## src/rtl/axi_stream_writer_fifo.sv

```systemverilog
// axi_stream_writer_fifo
// User-side write port feeding a first-word fall-through FIFO that drives an
// AXI4-Stream master. The head entry is shown combinationally on M_AXIS_*.
// A beat written into an empty FIFO appears one cycle after the write edge.
//
// Optional feature (macro STREAMIF_AUTO_TLAST_EN):
//   When defined, output beats accepted in the current packet are counted.
//   TLAST is forced on the beat that would make the packet C_MAX_PKT_LEN long.
//   When undefined, TLAST is the stored user last bit only.
module axi_stream_writer_fifo #(
  parameter int C_M_AXIS_TDATA_WIDTH = 32,
  parameter int C_FIFO_DEPTH_LOG2    = 4,
  parameter int C_MAX_PKT_LEN        = 256
) (
  input  logic                                M_AXIS_ACLK,
  input  logic                                M_AXIS_ARESETN,
  // user write side
  input  logic [C_M_AXIS_TDATA_WIDTH-1:0]     data,
  input  logic                                data_valid,
  input  logic                                data_last,
  output logic                                ready,
  output logic [C_FIFO_DEPTH_LOG2:0]          level,
  // AXI4-Stream master
  output logic                                M_AXIS_TVALID,
  output logic [C_M_AXIS_TDATA_WIDTH-1:0]     M_AXIS_TDATA,
  output logic [C_M_AXIS_TDATA_WIDTH/8-1:0]   M_AXIS_TSTRB,
  output logic                                M_AXIS_TLAST,
  input  logic                                M_AXIS_TREADY
);

  localparam int DW    = C_M_AXIS_TDATA_WIDTH;
  localparam int AW    = C_FIFO_DEPTH_LOG2;
  localparam int LW    = C_FIFO_DEPTH_LOG2 + 1;
  localparam int DEPTH = 1 << C_FIFO_DEPTH_LOG2;

  // Storage holds {last, data}; it is never reset, occupancy tracks validity.
  logic [DW:0]    mem [DEPTH];

  logic [AW-1:0]  wr_ptr_q, wr_ptr_d;
  logic [AW-1:0]  rd_ptr_q, rd_ptr_d;
  logic [LW-1:0]  level_q,  level_d;

  logic           full;
  logic           empty;
  logic           wr_en;
  logic           rd_en;
  logic [DW:0]    head;
  logic           stored_last;
  logic           force_last;

  assign full  = (level_q == LW'(DEPTH));
  assign empty = (level_q == '0);

  // Ready is gated by reset so it drops immediately while reset is held and
  // rises in the first cycle after release.
  assign ready = M_AXIS_ARESETN && !full;
  assign level = level_q;

  // A full FIFO never accepts, even if the head is popped in the same cycle.
  assign wr_en = data_valid && ready;
  assign rd_en = M_AXIS_TVALID && M_AXIS_TREADY;

  assign head        = mem[rd_ptr_q];
  assign stored_last = head[DW];

  assign M_AXIS_TVALID = !empty;
  assign M_AXIS_TDATA  = head[DW-1:0];
  assign M_AXIS_TSTRB  = '1;
  // TLAST is held low while empty so stale storage never leaks out.
  assign M_AXIS_TLAST  = !empty && (stored_last || force_last);

`ifdef STREAMIF_AUTO_TLAST_EN
  localparam int CW = (C_MAX_PKT_LEN > 2) ? $clog2(C_MAX_PKT_LEN) : 1;

  logic [CW-1:0]  beat_cnt_q, beat_cnt_d;

  assign force_last = (beat_cnt_q == CW'(C_MAX_PKT_LEN - 1));

  // Beat counter: clears on any accepted last beat, else counts accepted beats.
  always_comb begin
    beat_cnt_d = beat_cnt_q;
    if (rd_en) begin
      if (M_AXIS_TLAST) begin
        beat_cnt_d = '0;
      end else begin
        beat_cnt_d = beat_cnt_q + CW'(1);
      end
    end
  end

  // Beat counter register, cleared by reset.
  always_ff @(posedge M_AXIS_ACLK or negedge M_AXIS_ARESETN) begin
    if (!M_AXIS_ARESETN) begin
      beat_cnt_q <= '0;
    end else begin
      beat_cnt_q <= beat_cnt_d;
    end
  end
`else
  assign force_last = 1'b0;
`endif

  // Next-state for pointers and occupancy; pointers wrap naturally at AW bits.
  always_comb begin
    wr_ptr_d = wr_ptr_q;
    rd_ptr_d = rd_ptr_q;
    level_d  = level_q;
    if (wr_en) begin
      wr_ptr_d = wr_ptr_q + AW'(1);
    end
    if (rd_en) begin
      rd_ptr_d = rd_ptr_q + AW'(1);
    end
    case ({wr_en, rd_en})
      2'b10:   level_d = level_q + LW'(1);
      2'b01:   level_d = level_q - LW'(1);
      default: level_d = level_q;
    endcase
  end

  // Control state: reset discards every buffered beat, including the head.
  always_ff @(posedge M_AXIS_ACLK or negedge M_AXIS_ARESETN) begin
    if (!M_AXIS_ARESETN) begin
      wr_ptr_q <= '0;
      rd_ptr_q <= '0;
      level_q  <= '0;
    end else begin
      wr_ptr_q <= wr_ptr_d;
      rd_ptr_q <= rd_ptr_d;
      level_q  <= level_d;
    end
  end

  // FIFO storage write; no reset so it maps onto plain memory.
  always_ff @(posedge M_AXIS_ACLK) begin
    if (wr_en) begin
      mem[wr_ptr_q] <= {data_last, data};
    end
  end

endmodule

```

## config.mk

```make
export PLATFORM = sky130hd
export DESIGN_NAME = axi_stream_writer_fifo
export DESIGN_NICKNAME = d
export VERILOG_FILES = /design/src/rtl/axi_stream_writer_fifo.sv
export SDC_FILE = /design/constraint.sdc
export NUM_CORES = 1
export LEC_CHECK = 0
export BUFFER_PORTS_ARGS = -buffer_cell sky130_fd_sc_hd__clkbuf_2
export CORE_UTILIZATION = 30
export DETAILED_ROUTE_END_ITERATION = 12
export GPL_ROUTABILITY_DRIVEN = 0
export GPL_TIMING_DRIVEN = 0
export MAX_ROUTING_LAYER = met4
export SYNTH_ARGS = -nofsm -noshare
export SYNTH_HDL_FRONTEND = slang
export SYNTH_SLANG_ARGS = --single-unit
```

## constraint.sdc

```tcl
create_clock -name M_AXIS_ACLK -period 3.7 [get_ports M_AXIS_ACLK]
set_input_delay 0.74 -clock M_AXIS_ACLK [delete_from_list [all_inputs] [get_ports M_AXIS_ACLK]]
set_output_delay 0.74 -clock M_AXIS_ACLK [all_outputs]
set_load 0.01 [all_outputs]
```

After elaboration in Yosys (flattened, before gate mapping)

Memory sizes are Yosys's and may differ from the RTL's.
Index checks and enable logic that the tools add are counted.

Memories kept: 1
Register bits after elaboration: 13
Latch bits: 0
Output and inout port bits: 44
Bits in writable memories: 528
Word-level logic and storage cells: 22
Bits in read-only memories: 0
Input bits: 37

Memory list:

| name | words | width | read ports | clocked after Yosys merged registers in | wr ports | line | text |
|---|---|---|---|---|---|---|---|
| mem  | 16    | 33    | 1          | 0                                       | 1        | 37   | `logic [DW:0] mem [DEPTH];` |

Order comparisons: 0
Divide/modulo/power cells: 0
Bitwise operators: 0
Eq/ne operators: 3
Muxes and demuxes: 3
Shift operators: 0
Multiply operators: 0
Reduce and logical (&&, ||, !) cells: 8
$add $sub $neg: 4

Operator list:

| cell                                                 | number |
|---|---|
| case mux 5 bit (2 select lines)                      | 1 |
| adder 4 x 1 -> 4 bit (second input constant)         | 2 |
| adder 5 x 1 -> 5 bit (second input constant)         | 1 |
| equality test 5 bit (second input constant)          | 1 |
| zero test 5 bit                                      | 1 |
| subtractor 5 x 1 -> 5 bit (second input constant)    | 1 |
| logical AND 1 bit                                    | 4 |
| equality test 2 x 1 -> 1 bit (second input constant) | 1 |
| equality test 2 bit (second input constant)          | 1 |
| zero test 1 bit                                      | 2 |
| 2-to-1 mux 1 bit                                     | 2 |
| nonzero test 2 bit                                   | 1 |

Logic depth before layout (Yosys ltp)

Depth after elaboration: 6
Depth in mapped cells: 12
Mapped depth without buffers: 10

Worst setup path after synthesis

Ideal clock, no wire load.

Kind: input to register
Start point: in data_valid
End point: mem mem[3][0] in the netlist's numbering, enable pin
Path slack: -0.465 ns
Arrival: 3.701 ns
Cell stages on the path: 4
Cells stage by stage: inv_1 -> a211oi_2 -> nand2_1 -> nor3_1

Longest elaborated chain between the ends: 3

RTL lines:

| element                                | line | text |
|---|---|---|
| from (decl)                            | 19   | `input logic data_valid,` |
| logical AND 1 bit                      | 60   | `assign wr_en = data_valid && ready;` |
| 2-to-1 mux 1 bit                       | 136  | `if (wr_en) begin` |
| 2-to-1 mux 1 bit (implied by the code) | 137  | `mem[wr_ptr_q] <= {data_last, data};` |
| to (decl)                              | 37   |  |

No other way between the ends.

Final worst setup path

Start point: reg rd_ptr_q[2]
End point: out M_AXIS_TDATA[30]

Longest elaborated chain between the ends: 1

RTL lines:

| element                   | line | text |
|---|---|---|
| from (decl)               | 40   | `logic [AW-1:0] rd_ptr_q, rd_ptr_d;` |
| from (signal assigned)    | 129  | `rd_ptr_q <= rd_ptr_d;` |
| memory read (16 x 33 bit) | -    |  |
| to (decl)                 | 25   | `output logic [C_M_AXIS_TDATA_WIDTH-1:0] M_AXIS_TDATA,` |

No other way between the ends.

==> results by group <==
STA
  • Final period util: 98.4%
  • Least-Margin Pin Slew: 912 ps
  • Minimum clock period: 3640 ps
  • Max_slew headroom: 39.0%
  • Min Hold Slack: 46.1 ps
  • Final setup fails: 0
  • RSZ-0062 raised after global routing: no
  • Peak Freq: 0.275 GHz
  • Final hold vios: 0
  • Max Slew Vio Count: 0
  • Worst-case clock skew: 18.7 ps

Floorplanning
  • Die area: 69900 um^2
  • Die H: 264 um
  • FP Rows: 95
  • Io pins: 81
  • Die X: 264 um
  • Initial Utilization: 30.6%
  • Core box area: 67600 um^2

Logic synthesis
  • Synth Area in Adders: 0.545%
  • Area share of and/or/nand/nor cells after synthesis: 1.67%
  • Post-synthesis register bit count: 541
  • Main area contributors after synthesis: edfxtp_1 77%, mux4_2 14%, a22oi_1 2.3%
  • Cells after synthesis: 914
  • Synth Area in Compound Gates: 2.81%
  • Post-synth top cells: 528 x edfxtp_1, 132 x mux4_2, 64 x a22oi_1
  • Post-synth top area cell: edfxtp_1
  • Synth warn: 0
  • Seq/Total Area, Yosys: 78.3%
  • Synth cell types: 37
  • Xor/xnor share of the synthesized area: 0.466%
  • Post-synthesis mux area share: 14.5%
  • Top-count cell post-synth: edfxtp_1
  • Largest family of logic cells by synthesized area: multiplexers
  • Mapped cell area: 20700 um^2
  • Most used DFF post-synth: edfxtp_1
  • Yosys top cell area share: 76.7%
  • Synth async-reset ratio: 2.40%
  • Number of flops mapped to enable cells by yosys: 528
  • Syn_area_per_cell: 22.6 um^2

Detailed routing
  • DR vias/cell: 4.86
  • Post-route DRC violation count: 0
  • First drt pass iteration count: 5
  • Vias: 9632
  • Detail Route Antenna Nets: 0
  • Total Wirelength: 47.0 mm
  • Initial DRC Count: 682
  • Wire length per cell: 23.7 um

Layout
  • Final std cells w/o fill: 1980
  • Final core utilization: 36.0%
  • FILL cells: 6068
  • Layout cells sized above 1: 32.4%
  • Final instance area: 24300 um^2
  • Area delta synth->final: 17.8%
  • Final #Nets: 1114

Global routing
  • Most used routing layer: met2
  • First-pass GRT wire length: 68.9 mm
  • Vias in the first global route: 10300
  • Met2 Usage GRT: 23.5%
  • Met3 Track Usage GR: 2.15%
  • GR met1 Demand/Resource: 17.4%
  • Largest net degree at the start of global routing: 22
  • Antenna violations before repair: 1
  • Global Route Usage Sum: 14.0%
  • GRT overflow: 0

Setup path
  • Crit Path Class: flop to output port
  • CP required: 2960 ps
  • Worst path slowest cell: clkbuf_1
  • R2R Path End: mem[0][8]$_DFFE_PP_
  • Minimum setup slack among reg-to-reg paths: 540 ps
  • Most common cell type on the critical path: clkbuf_1
  • Crit end category: output port
  • Worst Reg2Reg Path Length in Cells: 7
  • Slowest stage delay, CP: 620 ps
  • Startpoint Class: flop
  • Critical R2R Launch: level[2]$_DFFE_PN0P_
  • CP Cell Sequence: clkbuf_1 > nor2_1 > clkbuf_1 > a22oi_1 > nand2_1 > clkbuf_2
  • CP Data Arrival Time: 2900 ps
  • Crit Path Max Fanout: 10

Placement
  • Placed Area: 22700 um^2
  • Hpwl dp: 29.7 mm
  • Port Buffer Count: 76
  • DP Cell Count: 1886

Flow run
  • Max-Cap Viols: 0

Clock network
  • Worst-path clk slew: 60 ps
  • CTS Sinks: 541
  • Clock buffer depth: 3
  • CTS tree: done
  • H-tree levels: 2
  • CTS Root Buffer Type: clkbuf_16
  • CTS Buf Count: 53
  • Clk_lat worst skew: 590 ps

Min path
  • Min-delay worst type: primary input to asynchronous set/reset pin

Power and ir drop
  • Leakage power: 7.74 nW
  • Peak VDD IR: 0.000348 V
  • Pwr per Cell Area: 725 nW/um^2

Run status
  • Status: finished clean
state kept, by name (all words and copies together) (netlist names):
name      cells
rd_ptr_q      4
wr_ptr_q      4
mem         528
level         5
stage by stage:
stage	worst slack [ps]	power, W	TNS (ps)
after floorplan	416	0.0108	0
after global placement	-2010	0.0127	-946610
after detailed placement	-10.1	0.0129	-96.9
after CTS	6.16	0.0179	0
after global routing	4.44	0.0184	0
final	60.7	0.0177	0
where the power goes:
| part | total, W | switching (W) | leakage, nW | internal (W) |
|---|---|---|---|---|
| sequential | 0.00721 | 0.000111 | 4.91 | 0.00710 |
| combinational | 0.00542 | 0.00312 | 2.07 | 0.00230 |
| clock | 0.00502 | 0.00216 | 0.766 | 0.00286 |
| total | 0.0177 | 0.00540 | 7.74 | 0.0123 |
logic make-up after synthesis:
logic type,after synthesis
AOI/OAI and AO/OA,78
xor gates and xnor gates,11
adders and majority gates,9
buffers and inverters,62
DFF,541
muxes,135
other,1
and+or+nand+nor,77
layout make-up:
class                   count  area [um^2]  area share, %
plain buffers              55          335           1.38
repair buffers             96          836           3.43
inverters                   7         26.3          0.108
well taps                 873         1090           4.49
clock inverters            18          159          0.653
multi-input cells         314         4290           17.6
diodes                      1         2.50         0.0103
clock buffers              75         1420           5.83
flip-flops and latches    541        16200           66.5
how the worst max path moves through the flow:
stage                                 start  depth (start not counted)                     to
detailed placement           M_AXIS_ARESETN                          7    mem[0][9]$_DFFE_PP_
global placement             M_AXIS_ARESETN                          5  mem[15][15]$_DFFE_PP_
floorplan                        data_valid                          4   mem[15][0]$_DFFE_PP_
finish              rd_ptr_q[2]$_DFFE_PN0P_                          6       M_AXIS_TDATA[30]
global route        rd_ptr_q[2]$_DFFE_PN0P_                          6       M_AXIS_TDATA[30]
CTS                 rd_ptr_q[2]$_DFFE_PN0P_                          7        M_AXIS_TDATA[9]
critical path: cells and delay by family, from the launching register on:
family          cells  cell delay, ps
compound gates      1             140
simple gates        2             790
buf+inv             3            1020
flops               1             350
layout by cell type, fill, tap and decap left out, drive strengths merged, types with 2 or more instances in the layout:
master  Yosys  layout
edfxtp    528     528
clkbuf     22     172
mux4      132     132
a22oi      64      64
buf        33      53
nand2      43      43
nor2       15      15
clkinv      0      14
dfrtp      13      13
xnor2       9       9
ha          9       9
inv         7       7
nor3        4       4
conb        1       4
nor2b       3       3
mux2        3       3
nand3b      3       3
nand4       3       3
bufinv      0       3
xor2        2       2
nand2b      2       2
o211ai      2       2
o21ai       2       2
a21oi       2       2
a21boi      2       2
per-layer routing:
layer  vias to the layer above  wire length, um
li1                       4148                -
met1                      5155            19700
met2                       247            23900
met3                        82             2190
met4                         0             1170
met5                         -                0
repair_timing:
| action | CTS | global route |
|---|---|---|
| endpoints found under the setup margin | 19 | 14 |
| gates resized for setup | 8 | 11 |
| pin swaps | 0 | 0 |
| setup buffers | 0 | 0 |
| hold buffers | 0 | 0 |
Power figures use the tool's default switching activity.
